<file path="src/rtl/ca_dispatch_pkg.sv">
// ca_dispatch shared definitions: command field layout, output FSM encoding,
// statistics counter width and a saturating-increment helper.
package ca_dispatch_pkg;

    localparam int CMD_W   = 32;
    localparam int TID_MSB = 31;
    localparam int TID_LSB = 28;
    localparam int TID_W   = TID_MSB - TID_LSB + 1;
    localparam int PAY_MSB = 27;
    localparam int PAY_LSB = 0;
    localparam int PAY_W   = PAY_MSB - PAY_LSB + 1;
    localparam int STAT_W  = 16;

    typedef enum logic {
        ST_IDLE  = 1'b0,
        ST_OFFER = 1'b1
    } disp_state_t;

    function automatic logic [TID_W-1:0] cmd_tid(input logic [CMD_W-1:0] c);
        return c[TID_MSB:TID_LSB];
    endfunction

    function automatic logic [PAY_W-1:0] cmd_payload(input logic [CMD_W-1:0] c);
        return c[PAY_MSB:PAY_LSB];
    endfunction

    // Counters stick at all-ones instead of wrapping.
    function automatic logic [STAT_W-1:0] sat_inc(input logic [STAT_W-1:0] v, input logic en);
        return (en && (v != '1)) ? v + 1'b1 : v;
    endfunction

endpackage

</file>
<file path="src/rtl/ca_dispatch_if.sv">
// ca_dispatch bus: calendar-side command strobe/back-pressure, flush, and the
// valid/ready event channel to the thread controller.
// master = calendar + thread controller side, slave = ca_dispatch.
interface ca_dispatch_if;

    logic                                   ca_match;
    logic [ca_dispatch_pkg::CMD_W-1:0]      ca_command;
    logic                                   ca_match_block;
    logic                                   flush;
    logic                                   tc_ev_valid;
    logic [ca_dispatch_pkg::TID_W-1:0]      tc_ev_tid;
    logic [ca_dispatch_pkg::PAY_W-1:0]      tc_ev_data;
    logic                                   tc_ev_ready;
    logic                                   ev_drop;

    modport master (
        output ca_match, ca_command, flush, tc_ev_ready,
        input  ca_match_block, tc_ev_valid, tc_ev_tid, tc_ev_data, ev_drop
    );

    modport slave (
        input  ca_match, ca_command, flush, tc_ev_ready,
        output ca_match_block, tc_ev_valid, tc_ev_tid, tc_ev_data, ev_drop
    );

endinterface

</file>
<file path="src/rtl/ca_dispatch_fifo.sv">
// ca_dispatch command buffer: power-of-two circular FIFO, pointers wrap
// naturally at AW bits, count is AW+1 bits so "full" is representable.
// Push while full / pop while empty are ignored; flush wins over both.
module ca_dispatch_fifo #(
    parameter  int DEPTH = 4,
    parameter  int W     = 32,
    localparam int AW    = $clog2(DEPTH)
) (
    input  logic          clk,
    input  logic          rstn,
    input  logic          push,
    input  logic          pop,
    input  logic          flush,
    input  logic [W-1:0]  din,
    output logic [W-1:0]  dout,
    output logic          full,
    output logic          empty,
    output logic [AW:0]   count
);

    localparam logic [AW:0] FULL_C = DEPTH[AW:0];

    logic [W-1:0]  mem [DEPTH];
    logic [AW-1:0] wr_ptr, rd_ptr;
    logic          do_push, do_pop;

    assign full    = (count == FULL_C);
    assign empty   = (count == '0);
    assign do_push = push & ~full & ~flush;
    assign do_pop  = pop & ~empty & ~flush;
    assign dout    = mem[rd_ptr];

    // storage write; contents need no reset since count gates visibility
    always_ff @(posedge clk) begin
        if (do_push) mem[wr_ptr] <= din;
    end

    // pointers and occupancy
    always_ff @(posedge clk or negedge rstn) begin
        if (!rstn) begin
            wr_ptr <= '0;
            rd_ptr <= '0;
            count  <= '0;
        end else if (flush) begin
            wr_ptr <= '0;
            rd_ptr <= '0;
            count  <= '0;
        end else begin
            if (do_push) wr_ptr <= wr_ptr + 1'b1;
            if (do_pop)  rd_ptr <= rd_ptr + 1'b1;
            case ({do_push, do_pop})
                2'b10:   count <= count + 1'b1;
                2'b01:   count <= count - 1'b1;
                default: count <= count;
            endcase
        end
    end

endmodule

</file>
<file path="src/rtl/ca_dispatch.sv">
// ca_dispatch: accepts calendar match commands, drops those aimed at
// non-existent threads, buffers the rest and offers them one at a time to the
// thread controller over a valid/ready channel.
// Optional: define CA_DISPATCH_STATS_EN to add saturating stat_disp /
// stat_drop / stat_block counters.
module ca_dispatch
    import ca_dispatch_pkg::*;
#(
    parameter int NUM_THREADS = 16,
    parameter int FIFO_DEPTH  = 4
) (
    input  logic               clk,
    input  logic               rstn,
    ca_dispatch_if.slave       bus
`ifdef CA_DISPATCH_STATS_EN
    ,
    output logic [STAT_W-1:0]  stat_disp,
    output logic [STAT_W-1:0]  stat_drop,
    output logic [STAT_W-1:0]  stat_block
`endif
);

    localparam int                CW     = $clog2(FIFO_DEPTH) + 1;
    localparam logic [CW-1:0]     FULL_C = FIFO_DEPTH[CW-1:0];
    localparam logic [TID_W:0]    NT_C   = NUM_THREADS[TID_W:0];

    disp_state_t        state, state_nx;
    logic               block, accept, tid_ok, push, pop;
    logic               fifo_full, fifo_empty;
    logic [CW-1:0]      fifo_count;
    logic [CMD_W-1:0]   fifo_dout;
    logic [TID_W-1:0]   ev_tid;
    logic [PAY_W-1:0]   ev_data;
    logic               ev_valid;
    logic               drop_r;

    // Block only from occupancy and flush, so a repeated strobe is accepted once.
    assign block    = (fifo_count == FULL_C) | bus.flush;
    assign accept   = bus.ca_match & ~block;
    assign tid_ok   = ({1'b0, cmd_tid(bus.ca_command)} < NT_C);
    assign push     = accept & tid_ok & ~fifo_full;
    assign ev_valid = (state == ST_OFFER);

    assign bus.ca_match_block = block;
    assign bus.tc_ev_valid    = ev_valid;
    assign bus.tc_ev_tid      = ev_tid;
    assign bus.tc_ev_data     = ev_data;
    assign bus.ev_drop        = drop_r;

    ca_dispatch_fifo #(.DEPTH(FIFO_DEPTH), .W(CMD_W)) u_fifo (
        .clk   (clk),
        .rstn  (rstn),
        .push  (push),
        .pop   (pop),
        .flush (bus.flush),
        .din   (bus.ca_command),
        .dout  (fifo_dout),
        .full  (fifo_full),
        .empty (fifo_empty),
        .count (fifo_count)
    );

    // output FSM state register
    always_ff @(posedge clk or negedge rstn) begin
        if (!rstn) state <= ST_IDLE;
        else       state <= state_nx;
    end

    // next state and head pop: reload whenever the output slot is free or being taken
    always_comb begin
        state_nx = state;
        pop      = 1'b0;
        case (state)
            ST_IDLE: begin
                if (!fifo_empty) begin
                    pop      = 1'b1;
                    state_nx = ST_OFFER;
                end
            end
            ST_OFFER: begin
                if (bus.tc_ev_ready) begin
                    if (!fifo_empty) pop = 1'b1;
                    else             state_nx = ST_IDLE;
                end
            end
            default: state_nx = ST_IDLE;
        endcase
        if (bus.flush) begin
            state_nx = ST_IDLE;
            pop      = 1'b0;
        end
    end

    // output register: loads on pop, otherwise holds stable while offered
    always_ff @(posedge clk or negedge rstn) begin
        if (!rstn) begin
            ev_tid  <= '0;
            ev_data <= '0;
        end else if (bus.flush) begin
            ev_tid  <= '0;
            ev_data <= '0;
        end else if (pop) begin
            ev_tid  <= cmd_tid(fifo_dout);
            ev_data <= cmd_payload(fifo_dout);
        end
    end

    // one-cycle drop pulse for an accepted command with an out-of-range tid
    always_ff @(posedge clk or negedge rstn) begin
        if (!rstn) drop_r <= 1'b0;
        else       drop_r <= accept & ~tid_ok;
    end

`ifdef CA_DISPATCH_STATS_EN
    // saturating statistics, cleared only by reset
    always_ff @(posedge clk or negedge rstn) begin
        if (!rstn) begin
            stat_disp  <= '0;
            stat_drop  <= '0;
            stat_block <= '0;
        end else begin
            stat_disp  <= sat_inc(stat_disp,  ev_valid & bus.tc_ev_ready);
            stat_drop  <= sat_inc(stat_drop,  drop_r);
            stat_block <= sat_inc(stat_block, bus.ca_match & block);
        end
    end
`endif

endmodule

</file>
<file path="src/flat_wrapper.sv">
// flat-port wrapper written by rule: the top's interface ports become plain ports
module ca_dispatch_flat import ca_dispatch_pkg::*;
#(
    parameter int NUM_THREADS = 16,
    parameter int FIFO_DEPTH  = 4
)
  (clk, rstn, bus_ca_match, bus_ca_command, bus_flush, bus_tc_ev_ready, bus_ca_match_block, bus_tc_ev_valid, bus_tc_ev_tid, bus_tc_ev_data, bus_ev_drop);
  ca_dispatch_if bus_i ();
  input  logic clk;
  input  logic rstn;
  input wire logic [$bits(bus_i.ca_match)-1:0] bus_ca_match;
  input wire logic [$bits(bus_i.ca_command)-1:0] bus_ca_command;
  input wire logic [$bits(bus_i.flush)-1:0] bus_flush;
  input wire logic [$bits(bus_i.tc_ev_ready)-1:0] bus_tc_ev_ready;
  output wire logic [$bits(bus_i.ca_match_block)-1:0] bus_ca_match_block;
  output wire logic [$bits(bus_i.tc_ev_valid)-1:0] bus_tc_ev_valid;
  output wire logic [$bits(bus_i.tc_ev_tid)-1:0] bus_tc_ev_tid;
  output wire logic [$bits(bus_i.tc_ev_data)-1:0] bus_tc_ev_data;
  output wire logic [$bits(bus_i.ev_drop)-1:0] bus_ev_drop;
  assign bus_i.ca_match = bus_ca_match;
  assign bus_i.ca_command = bus_ca_command;
  assign bus_i.flush = bus_flush;
  assign bus_i.tc_ev_ready = bus_tc_ev_ready;
  assign bus_ca_match_block = bus_i.ca_match_block;
  assign bus_tc_ev_valid = bus_i.tc_ev_valid;
  assign bus_tc_ev_tid = bus_i.tc_ev_tid;
  assign bus_tc_ev_data = bus_i.tc_ev_data;
  assign bus_ev_drop = bus_i.ev_drop;
  ca_dispatch #(.NUM_THREADS(NUM_THREADS), .FIFO_DEPTH(FIFO_DEPTH)) u_core (.clk(clk), .rstn(rstn), .bus(bus_i));
endmodule
</file>
<file path="config.mk">
export PLATFORM = sky130hd
export DESIGN_NAME = ca_dispatch_flat
export DESIGN_NICKNAME = d
export VERILOG_FILES = /design/src/rtl/ca_dispatch_pkg.sv /design/src/rtl/ca_dispatch_if.sv /design/src/rtl/ca_dispatch_fifo.sv /design/src/rtl/ca_dispatch.sv /design/src/flat_wrapper.sv
export SDC_FILE = /design/constraint.sdc
export NUM_CORES = 1
export LEC_CHECK = 0
export CAP_MARGIN = 20
export CORE_UTILIZATION = 46
export DETAILED_ROUTE_END_ITERATION = 12
export PLACE_DENSITY_LB_ADDON = 0.1
export SYNTH_ARGS = -nofsm -noshare
export SYNTH_HDL_FRONTEND = slang
export SYNTH_SLANG_ARGS = --single-unit
</file>
<file path="constraint.sdc">
create_clock -name clk -period 3.65 [get_ports clk]
set_clock_uncertainty 0.1 [all_clocks]
set_input_delay 0.73 -clock clk [delete_from_list [all_inputs] [get_ports clk]]
set_output_delay 0.73 -clock clk [all_outputs]
set_load 0.05 [all_outputs]
</file>
==> reports/metrics.csv <==
stage;metric;value;unit
sta;unrepaired setup endpoints after global routing;no;
floorplanning;Starting Density;47.7;%
logic_synthesis;#FFs+latches synth;168;
placement;port bufs;70;
setup_path;Crit path required time;3.89;ns
flow_run;MaxCap Viol Count;0;
setup_path;crit path from;bus_ca_match;
sta;worst slew pin tran;0.858;ns
sta;Tmin final;2.70;ns
layout;share of cells above drive strength 1;20.1;%
global_route;grt ovf;0;
logic_synthesis;Yosys cell types;37;
pwr;sw power;1.92;mW
logic_synthesis;Post-synth EDFFs;128;
sta;Hold Violations, Final;0;
logic_synthesis;sequential share of the synthesized area;75.8;%
layout;most common cell after layout, fill and taps aside;edfxtp_1;
setup_path;Worst Path Arrival;2.94;ns
pwr;VDD IR-drop max;0.000455;V
clock_tree;Hold-fix buffers, CTS;0;
layout;Inserted Diodes;0;
sta;Final Max Slew Viols;0;
pwr;switching share of power;31.2;%
logic_synthesis;Avg Inst Size Synth;20.6;µm²
floorplanning;Die Ht;120;µm
sta;Final setup viols;0;
clock_tree;worst-case clock buffer depth;2;
logic_synthesis;post-synth top area share;60.1;%
layout;final design utilization;59.5;%
clock_tree;Num Clock Sinks;168;
setup_path;Crit Path Class;input pin to flop;
drt;via count;3189;
logic_synthesis;cell count after synthesis;311;
floorplanning;I/O pin total;72;
floorplanning;die width;120;µm
sta;final setup TNS;0;ns
clock_tree;CTS buffer count;17;
clock_tree;CTS tree;built;
pwr;Leak Pwr;2.81;nW
clock_tree;Root Buffer;clkbuf_16;
placement;Inst Count DP;551;
drt;total wire length;11.6;mm
clock_tree;Worst-path clk slew;0.06;ns
global_route;total track usage;18.3;%
logic_synthesis;syn_nets;353;
clock_tree;worst skew pair latency;0.42;ns
setup_path;FF-to-FF Start;u_core.u_fifo.count[1]$_DFFE_PN0P_;
global_route;initial antenna violation count;0;
logic_synthesis;top cells by area, synth;edfxtp_1, dfrtp_1, mux4_2, a22o_1, mux4_1;
layout;commonest cells after routing, fill and taps aside;edfxtp_1, clkdlybuf4s50_1, dfrtp_1, a22o_1, mux4_2;
sta;Max Freq;370;MHz
status;status;complete, no violations;
pwr;Reg power frac;41.2;%
setup_path;Crit Path Max Fanout;12;
floorplanning;core area;13400;µm²
hold_path;worst hold path type;input pin to asynchronous set/reset pin;
pwr;internal power;4.24;mW
drt;DR iter-0 viols;233;
drt;remaining antenna violation count;0;
clock_tree;Post-CTS Setup Inserts;0;
logic_synthesis;ys async rst share;23.8;%
sta;crit share post-route;74.0;%
global_route;global-route wire length before repair;18.9;mm
pwr;Design Power;6.16;mW
setup_path;CP startpoint kind;input pin;
drt;DRC;0;
drt;post-DR wirelength/cell;19.9;µm
logic_synthesis;area leader, netlist;edfxtp_1;
layout;Fill cells;1010;
sta;slew margin rel.;42.8;%
floorplanning;die area;14400;µm²
pwr;Power Dens Cells;773;nW/µm²
logic_synthesis;ys flop type;edfxtp_1;
clock_tree;Resize count post-CTS;0;
pwr;Logic pwr share;27.8;%
placement;Post-DP HPWL;6.97;mm
pwr;power share of the clock group;31.0;%
global_route;vias in the first global route;3411;
clock_tree;H-tree Lvls;4;
logic_synthesis;Synthesis Warnings;0;
global_route;largest net degree at the start of global routing;41;
setup_path;Setup crit end kind;flop;
drt;First-pass DRT Iterations;4;
layout;Layout area overhead;24.7;%
layout;fin cells;584;
drt;vias per cell;5.46;
layout;nets;437;
placement;Placer Congestion;0.738;
floorplanning;num rows;42;
logic_synthesis;synthesized area;6390;µm²
==> synthesized netlist by cell type, types with 2 or more instances <==
cell / instances
nand2_1: 7
nand2b_1: 2
mux4_2: 28
o21ai_0: 3
xnor2_1: 4
buf_2: 11
mux4_1: 4
dfrtp_1: 40
ha_1: 4
edfxtp_1: 128
nand3b_1: 2
nor2_1: 6
a22o_1: 33
buf_6: 4
and2_1: 4
nor2b_1: 3
a21o_1: 2
inv_1: 3
a21oi_1: 5
==> registers in the layout (all words and copies together), names as in the netlist <==
register	cells
u_core.u_fifo.count	3
u_core.bus.tc_ev_valid	1
u_core.bus.tc_ev_data	28
u_core.u_fifo.wr_ptr	2
u_core.bus.tc_ev_tid	4
u_core.u_fifo.mem	128
u_core.u_fifo.rd_ptr	2
==> per-stage QoR <==
step	hold WS, ns	setup slack, ns	cell area (µm²)
6_report	0.167	0.947	7970
5_1_grt	0.191	0.834	7970
4_1_cts	0.409	0.985	7950
3_5_place_dp	0.390	0.574	7320
3_3_place_gp	0.386	0.652	7320
2_1_floorplan	0.334	1.11	6390
==> power groups by stage <==
stage               sequential (mW)  combinational [mW]  clock [mW]
detailed placement             2.58                1.73           0
global placement               2.57                1.72           0
CTS                            2.55                1.73        1.94
global route                   2.58                1.83        2.02
floorplan                      2.99               0.757           0
finish                         2.54                1.71        1.91
==> kinds of logic (layout without fill, tap and decap cells) <==
family                     count (synthesis)  count (layout)  share of synthesized area [%]
AOI/OAI and AO/OA                         49              49                           6.13
xor gates and xnor gates                   4               4                          0.548
adders and majority gates                  5               5                           1.10
buffers and inverters                     21             118                           1.98
DFF                                      168             168                           75.8
muxes                                     32              32                           11.5
other                                      1               1                         0.0587
and+or+nand+nor                           31              31                           2.92
==> critical path: stages <==
cell and delay [ns]:
clkdlybuf4s50_1 0.74, nand2b_1 0.10, a21oi_1 0.13, buf_4 0.16, nor2b_1 0.06, fa_1 0.53, o21ai_0 0.08, a221o_1 0.28
a21oi_1 0.13
==> final cells by class <==
cell class                      instances  area [µm²]  share of cell area (%)
Tap cell                              176         220                    2.76
Multi-Input combinational cell        122        1430                    18.0
Clock buffer                           18         429                    5.38
Sequential cell                       168        4850                    60.8
Timing Repair Buffer                   83         828                    10.4
Clock inverter                         14         204                    2.56
Inverter                                3        11.3                   0.141
==> routing by layer <==
layer / vias to the layer above / GRT usage [%] / share of wire, %
li1: 1424 / - / -
met5: - / 0 / 0
met1: 1678 / 24.8 / 45
met2: 74 / 28.5 / 50
met3: 13 / 4.23 / 3.9
met4: 0 / 7.50 / 1.4
==> final timing paths <==
path	endpoint	cells after the start	slack (ns)
worst max-delay path	u_core.u_fifo.count[1]$_DFFE_PN0P_	9	0.95
worst min-delay path	u_core.bus.tc_ev_data[14]$_DFFE_PN0P_	1	0.17
worst max register to register	u_core.u_fifo.count[1]$_DFFE_PN0P_	8	1.38
worst min register to register	u_core.bus.tc_ev_data[6]$_DFFE_PN0P_	1	0.40
max in group asynchronous	u_core.u_fifo.rd_ptr[0]$_DFFE_PN0P_	2	2.77
min in group clk	u_core.bus.tc_ev_data[6]$_DFFE_PN0P_	1	0.40
No activity file was read; power rests on OpenSTA's default activity.
